$ cat src/rtl/ksa_sequencer.sv
// RC4 key-scheduling sequencer: fills the shared S-memory with the identity
// permutation, then shuffles it with the 3-byte key through the single RAM port.
module ksa_sequencer (
  input  logic        clk,
  input  logic        reset,
  input  logic        start,
  input  logic [23:0] secret_key,
  output logic        busy,
  output logic        done,
  output logic [7:0]  address,
  output logic [7:0]  data,
  output logic        wren,
  input  logic [7:0]  q
);

  typedef enum logic [3:0] {
    IDLE,
    INIT,
    READ_SI,
    WAIT_SI,
    CAP_SI,
    READ_SJ,
    WAIT_SJ,
    CAP_SJ,
    WR_SI,
    WR_SJ,
    DONE
  } state_t;

  state_t      state, next_state;
  logic [7:0]  i, j, si, sj;
  logic [1:0]  k;
  logic [23:0] key_r;
  logic        start_q;
  logic        launch;
  logic [7:0]  key_byte;

  assign launch = (state == IDLE) && start && !start_q;

  always_comb begin
    case (k)
      2'd0:    key_byte = key_r[23:16];
      2'd1:    key_byte = key_r[15:8];
      default: key_byte = key_r[7:0];
    endcase
  end

  always_ff @(posedge clk or posedge reset) begin
    if (reset) state <= IDLE;
    else       state <= next_state;
  end

  // RAM reads hold the address for READ/WAIT/CAP so q is sampled two edges later.
  always_comb begin
    next_state = state;
    address    = 8'd0;
    data       = 8'd0;
    wren       = 1'b0;
    busy       = (state != IDLE);
    done       = 1'b0;
    case (state)
      IDLE:    if (launch) next_state = INIT;
      INIT: begin
        address = i;
        data    = i;
        wren    = 1'b1;
        if (i == 8'hFF) next_state = READ_SI;
      end
      READ_SI: begin address = i; next_state = WAIT_SI; end
      WAIT_SI: begin address = i; next_state = CAP_SI;  end
      CAP_SI:  begin address = i; next_state = READ_SJ; end
      READ_SJ: begin address = j; next_state = WAIT_SJ; end
      WAIT_SJ: begin address = j; next_state = CAP_SJ;  end
      CAP_SJ:  begin address = j; next_state = WR_SI;   end
      WR_SI: begin
        address    = i;
        data       = sj;
        wren       = 1'b1;
        next_state = WR_SJ;
      end
      WR_SJ: begin
        address    = j;
        data       = si;
        wren       = 1'b1;
        next_state = (i == 8'hFF) ? DONE : READ_SI;
      end
      DONE: begin
        done       = 1'b1;
        next_state = IDLE;
      end
      default: next_state = IDLE;
    endcase
  end

  // Datapath; i wraps 255->0 naturally at the end of INIT.
  always_ff @(posedge clk or posedge reset) begin
    if (reset) begin
      i       <= 8'd0;
      j       <= 8'd0;
      k       <= 2'd0;
      si      <= 8'd0;
      sj      <= 8'd0;
      key_r   <= 24'd0;
      start_q <= 1'b0;
    end else begin
      start_q <= start;
      case (state)
        IDLE: begin
          if (launch) begin
            key_r <= secret_key;
            i     <= 8'd0;
            j     <= 8'd0;
            k     <= 2'd0;
          end
        end
        INIT:   i <= i + 8'd1;
        CAP_SI: begin
          si <= q;
          j  <= j + q + key_byte;
        end
        CAP_SJ: sj <= q;
        WR_SJ: begin
          if (i != 8'hFF) begin
            i <= i + 8'd1;
            k <= (k == 2'd2) ? 2'd0 : k + 2'd1;
          end
        end
        default: ;
      endcase
    end
  end

endmodule

$ cat config.mk
export PLATFORM = sky130hd
export DESIGN_NAME = ksa_sequencer
export DESIGN_NICKNAME = d
export VERILOG_FILES = /design/src/rtl/ksa_sequencer.sv
export SDC_FILE = /design/constraint.sdc
export NUM_CORES = 1
export LEC_CHECK = 0
export ABC_AREA = 1
export BUFFER_PORTS_ARGS = -buffer_cell sky130_fd_sc_hd__buf_2
export CAP_MARGIN = 40
export CELL_PAD_IN_SITES_DETAIL_PLACEMENT = 1
export CELL_PAD_IN_SITES_GLOBAL_PLACEMENT = 2
export CORE_MARGIN = 3
export CORE_UTILIZATION = 35
export DETAILED_ROUTE_END_ITERATION = 8
export GPL_TIMING_DRIVEN = 1
export PLACE_DENSITY_LB_ADDON = 0.1
export SLEW_MARGIN = 20
export SYNTH_ARGS = -nofsm -noshare
export SYNTH_HDL_FRONTEND = slang
export SYNTH_SLANG_ARGS = --single-unit
export TNS_END_PERCENT = 1
$ cat constraint.sdc
create_clock -name clk -period 6.75 [get_ports clk]
set_input_delay 1.0125 -clock clk [delete_from_list [all_inputs] [get_ports clk]]
set_output_delay 1.0125 -clock clk [all_outputs]
set_load 0.02 [all_outputs]
# --- Yosys cells after proc, flatten, opt, wreduce, memory -nomap -nowiden ---
# Cells that the tools add are included.
classes:
  reduce_logical: 17
  n_mux: 17
  bitwise: 0
  n_eq_ne: 17
  div_mod_pow: 0
  order_cmp: 0
  multipliers: 0
  shift: 0
  add_sub_neg: 4
op_table:
  columns: ["op", "n"]
  rows:
  - ["one-hot mux 8 bit (2 select lines)", 3]
  - ["one-hot mux 8 bit (3 select lines)", 2]
  - ["one-hot mux 4 bit (10 select lines)", 1]
  - ["adder 8 bit", 2]
  - ["== test 4 x 3 -> 1 bit (second input constant)", 4]
  - ["two-way mux 8 bit", 2]
  - ["== test 4 bit (second input constant)", 3]
  - ["two-way mux 4 bit", 3]
  - ["adder 8 x 1 -> 8 bit (second input constant)", 1]
  - ["== test 4 x 2 -> 1 bit (second input constant)", 2]
  - ["== test 8 bit (second input constant)", 1]
  - ["!= test 8 bit (second input constant)", 1]
  - ["two-way mux 2 bit", 3]
  - ["!= test 2 bit (second input constant)", 3]
  - ["AND reduction 2 bit", 3]
  - ["AND reduction 3 bit", 2]
  - ["OR reduction 5 bit", 1]
  - ["== test 4 x 1 -> 1 bit (second input constant)", 1]
  - ["zero test 4 bit", 1]
  - ["one-hot mux 2 bit (2 select lines)", 1]
  - ["nonzero test 2 bit", 2]
  - ["nonzero test 4 bit", 1]
  - ["OR reduction 4 bit", 1]
  - ["nonzero test 3 bit", 1]
  - ["other kinds (8)", 10]
totals:
  register_bits: 63
  out_inout_bits: 19
  latch_bits: 0
  elab_cells: 63
  ram_bits: 0
  inputBits: 35
  mem_bits_ro: 0
  n_memories: 0

# --- Depth between registers and ports, before layout ---
logic_depth:
  depth_word: 5
  mapped_depth: 17
  depth_no_buf: 16

# --- Worst setup path after synthesis ---
# No wires, ideal clock.
synth_path:
  path_type: "input to register"
  start: "input q[1]"
  end: "register j[7]"
  arrival_ns: 2.603
  setup_slack_ns: 4.030
  stages: 10
  cell_sequence: "fa_1 > ha_1 > inv_1 > fa_1 > nor3_1 > nor2_1 > inv_1 > nand2_1 > nand3_1 > nand2_1"
synth_between:
  elab_chain_cells: 3
synth_lines:
  columns: ["element", "line_no", "source"]
  rows:
  - ["start: declaration", "13", "input logic [7:0] q"]
  - ["adder 8 bit (2 in a row)", "119", "j <= j + q + key_byte;"]
  - ["one-hot mux 8 bit (2 select lines)", "107", "case (state)"]
  - ["end signal: assignment", "119", null]
  - ["end: declaration", "31", "logic [7:0] i, j, si, sj;"]
# Every way passes these cells.
# A chain may end at the register's enable or synchronous reset.

# --- Worst setup path in the final report ---
layout_path:
  start: "register state[1]"
  end: "output address[5]"
layout_between:
  elab_chain_cells: 3
layout_lines:
  columns: ["element", "line_no", "source"]
  rows:
  - ["start: declaration", "30", "state_t state, next_state;"]
  - ["start signal: assignment", "50", "else state <= next_state;"]
  - ["== test 4 x 1 -> 1 bit, or another cell as far along", "61", "case (state)"]
  - ["OR reduction 5 bit (no source line) or OR reduction 4 bit (tied branches)", null, null]
  - ["one-hot mux 8 bit (2 select lines) (*)", "61", null]
  - ["end: declaration", "10", "output logic [7:0] address,"]
# Mark *: on every way between the ends. The rest lies on a longest branch, timed or not.

==> flow_results.xml <==
<?xml version="1.0" encoding="UTF-8"?>
<metrics>
  <group name="cts">
    <metric name="post-cts-setup-buffers" unit="">0</metric>
    <metric name="cts.htree.levels" unit="">3</metric>
    <metric name="insertion_delay" unit="ns">0.34</metric>
    <metric name="cts-root-buf" unit="">clkbuf_8</metric>
    <metric name="numClockSinks" unit="">63</metric>
    <metric name="hold_buffers" unit="">0</metric>
    <metric name="clk_pin_slew_worst_paths" unit="ns">0.08</metric>
    <metric name="cts-buffers-inserted" unit="">9</metric>
    <metric name="cts_resized" unit="">0</metric>
    <metric name="clockBufferDepth" unit="">2</metric>
    <metric name="cts_tree" unit="">done</metric>
  </group>
  <group name="yosys">
    <metric name="synth_ff_type" unit="">dfrtp_1</metric>
    <metric name="ffs_latches_synth" unit="">63</metric>
    <metric name="synth_commonest_cells" unit="">nand2_1 (194), dfrtp_1 (63), inv_1 (50)</metric>
    <metric name="number_of_enable_type_register_cells_in_the_synthesized_netlist" unit="">0</metric>
    <metric name="yosys.cell_types.count" unit="">35</metric>
    <metric name="post_synth_main_area_contributors" unit="">dfrtp_1 (44%), nand2_1 (20%), inv_1 (5.3%), fa_1 (4.5%), nand3_1 (4.4%)</metric>
    <metric name="synth_simple_gate_area_share" unit="">0.309</metric>
    <metric name="postSynthNetCount" unit="">510</metric>
    <metric name="syn-cell-area" unit="um2">3560</metric>
    <metric name="adder_cell_fraction_of_synth_area" unit="">0.0696</metric>
    <metric name="synth_most_common_cell" unit="">nand2_1</metric>
    <metric name="synthMuxAreaShare" unit="">0</metric>
    <metric name="synth_compound_gate_area_share" unit="">0.0900</metric>
    <metric name="post_synth_inst_count" unit="">460</metric>
    <metric name="asyncSetResetFlopFracSynth" unit="">1.00</metric>
    <metric name="ys_seq_area_frac" unit="">0.443</metric>
    <metric name="synth_largest_type_area_fraction" unit="">0.443</metric>
    <metric name="synth_top_family_by_area" unit="">simple AND/OR/NAND/NOR gates</metric>
    <metric name="synth_top_area_cell" unit="">dfrtp_1</metric>
    <metric name="synth_xor_xnor_area_share" unit="">0.00985</metric>
    <metric name="yosysWarningCount" unit="">0</metric>
    <metric name="average_cell_area_after_synthesis" unit="um2">7.74</metric>
  </group>
  <group name="global_route">
    <metric name="grt_pass1_wl" unit="um">16400</metric>
    <metric name="antenna_violations_before_repair" unit="">0</metric>
    <metric name="gr-usage-all-layers" unit="">0.188</metric>
    <metric name="via_count_of_the_first_global_routing_pass" unit="">3187</metric>
    <metric name="grt_max_degree" unit="">51</metric>
    <metric name="grt_remaining_overflow" unit="">0</metric>
  </group>
  <group name="worst_setup_path">
    <metric name="cp_max_fo" unit="">12</metric>
    <metric name="worstRegToRegCells" unit="">15</metric>
    <metric name="crit_path_cell_trace" unit="">inv_2, nand3_4, nor2_1, a21oi_1, o22ai_1, buf_2</metric>
    <metric name="path_class" unit="">reg2out</metric>
    <metric name="critPathMaxStageDelay" unit="ns">0.64</metric>
    <metric name="endpoint_kind" unit="">primary output</metric>
    <metric name="crit_path_top_delay_cell" unit="">nor2_1</metric>
    <metric name="crit_required" unit="ns">5.74</metric>
    <metric name="worst-endpoint-arrival" unit="ns">2.45</metric>
    <metric name="worst_setup_path_start_kind" unit="">flip-flop</metric>
  </group>
  <group name="job">
    <metric name="drv_cap" unit="">0</metric>
  </group>
  <group name="routing">
    <metric name="dr_total_vias" unit="">3134</metric>
    <metric name="totalWireLength" unit="um">10100</metric>
    <metric name="antenna_violating_nets_left" unit="">0</metric>
    <metric name="route.detailed.wl_per_inst" unit="um">15.5</metric>
    <metric name="drt_pre_antenna_iters" unit="">4</metric>
    <metric name="drt-vias-per-instance" unit="">4.82</metric>
    <metric name="detailedRoute.firstIterationViolations" unit="">117</metric>
    <metric name="number_of_design_rule_violations_left_after_detail_routing" unit="">0</metric>
  </group>
  <group name="place">
    <metric name="placed_cell_area" unit="um2">3950</metric>
    <metric name="port_buffers" unit="">53</metric>
    <metric name="place_congestion" unit="">0.777</metric>
    <metric name="hpwlAfterDp" unit="um">7700</metric>
  </group>
  <group name="final_layout">
    <metric name="layout.nets" unit="">563</metric>
    <metric name="antenna-diode-count" unit="">0</metric>
    <metric name="final_layout_size_suffix_gt1_frac" unit="">0.180</metric>
    <metric name="post-route-cell-area" unit="um2">4170</metric>
    <metric name="multi_input_comb_area" unit="um2">1700</metric>
    <metric name="n_fill_cell" unit="">1271</metric>
    <metric name="flow.area_growth_from_synthesis" unit="%">17.1</metric>
    <metric name="register_area" unit="um2">1580</metric>
  </group>
  <group name="worst_hold_path">
    <metric name="type_of_the_worst_min_delay_path" unit="">reg2reg</metric>
    <metric name="hold-path-cell-count" unit="">2</metric>
  </group>
  <group name="timing">
    <metric name="timing_worst_slew_pin_value" unit="ns">0.819</metric>
    <metric name="maxSlewHeadroom" unit="">0.452</metric>
    <metric name="grt_setup_unrepaired" unit="">no</metric>
    <metric name="timing.clock.skew" unit="ns">0.0102</metric>
    <metric name="fin_crit_sh" unit="">0.513</metric>
    <metric name="setup_viol" unit="">0</metric>
    <metric name="report.final.slew_viol_count" unit="">0</metric>
    <metric name="hold_viol" unit="">0</metric>
    <metric name="final.min_clock_period" unit="ns">3.46</metric>
    <metric name="timing.hold.ws" unit="ns">0.483</metric>
    <metric name="fin_tns_setup" unit="ns">0</metric>
    <metric name="max_clock_freq" unit="MHz">289</metric>
  </group>
  <group name="floorplanning">
    <metric name="num_io_pins" unit="">54</metric>
    <metric name="fp.dieArea" unit="um2">11400</metric>
    <metric name="fp.dieH" unit="um">107</metric>
    <metric name="row_count" unit="">36</metric>
    <metric name="start_util" unit="">0.362</metric>
    <metric name="area_of_the_core_region" unit="um2">9820</metric>
    <metric name="horizontal_die_dimension" unit="um">107</metric>
  </group>
  <group name="pwr">
    <metric name="p_leak" unit="nW">2.25</metric>
    <metric name="totalPowerFinal" unit="uW">801</metric>
    <metric name="power.density" unit="nW/um2">192</metric>
    <metric name="ir_drop" unit="mV">0.0767</metric>
  </group>
  <group name="run_status">
    <metric name="outcome" unit="">completed</metric>
  </group>
</metrics>
-- stage by stage --
step / std cells / setup slack, ns / util
global placement: 634 / 3.66 / 0.400
detailed placement: 635 / 3.64 / 0.403
finish: 650 / 3.29 / 0.424
floorplan: 460 / 4.03 / -
global route: 650 / 3.09 / 0.424
CTS: 650 / 3.25 / 0.424
-- state kept, by name (all words and copies together), names as in the netlist --
| register | flops |
|---|---|
| key_r | 24 |
| i | 8 |
| j | 8 |
| si | 8 |
| sj | 8 |
| state | 4 |
| k | 2 |
| start_q | 1 |
-- cells by family (layout without fill, tap and decap cells) --
kind of cell,Yosys count,count (layout)
AND/OR/NAND/NOR,255,255
adder cells (fa/ha/maj),15,15
flip-flops,63,63
buffers and inverters,68,125
AO/OA/AOI/OAI,55,55
XOR/XNOR,4,4
-- layout make-up --
| type | instances | area share |
|---|---|---|
| Clock buffer | 11 | 0.0339 |
| Clock inverter | 4 | 0.0168 |
| Timing Repair Buffer | 55 | 0.0721 |
| Inverter | 55 | 0.0496 |
| Sequential cell | 63 | 0.378 |
| Tap cell | 133 | 0.0400 |
| Multi-Input combinational cell | 329 | 0.409 |
-- report_power, final --
| part | switching [mW] | leakage (nW) | internal [mW] |
|---|---|---|---|
| sequential | 0.000901 | 0.763 | 0.378 |
| combinational | 0.0295 | 1.37 | 0.0195 |
| clock | 0.157 | 0.109 | 0.215 |
-- layer usage --
layer  global-route usage  wire [um]  vias up
met4               0.0493         89        0
met1                0.260       4930     1533
li1                     -          -     1555
met5                    0          0        -
met2                0.301       4710       38
met3               0.0409        325        8
-- critical path: cells and delay by family (launching register included) --
| kind | cells | cell delay (ns) |
|---|---|---|
| and+or+nand+nor | 2 | 0.76 |
| AOI/OAI and AO/OA | 2 | 0.59 |
| DFF | 1 | 0.40 |
| buffers and inverters | 2 | 0.34 |
-- path summary, 6_finish.rpt --
| check | from | endpoint | slack [ns] |
|---|---|---|---|
| min in group asynchronous | reset | start_q | 0.66 |
| max in group asynchronous | reset | sj[3] | 5.56 |
| hold reg to reg | j[6] | j[6] | 0.48 |
| setup reg to reg | k[1] | j[7] | 3.94 |
| setup / recovery | state[1] | address[5] | 3.29 |
| hold / removal | j[6] | j[6] | 0.48 |
-- placed cells by master (no fill, tap or decap), types with 2 or more instances in the layout --
master	n
a21oi_1	4
buf_2	53
bufinv_16	2
clkbuf_8	10
clkinv_2	2
dfrtp_1	63
fa_1	8
ha_1	7
inv_1	49
inv_2	6
nand2_1	194
nand2_2	2
nand3_1	31
nand4_1	4
nor2_1	7
nor2_2	4
nor3_1	4
o21ai_0	29
o21ai_1	2
o21ai_2	4
o22ai_1	12
xnor2_1	2
xor2_1	2
No activity file was read; power rests on OpenSTA's default activity.
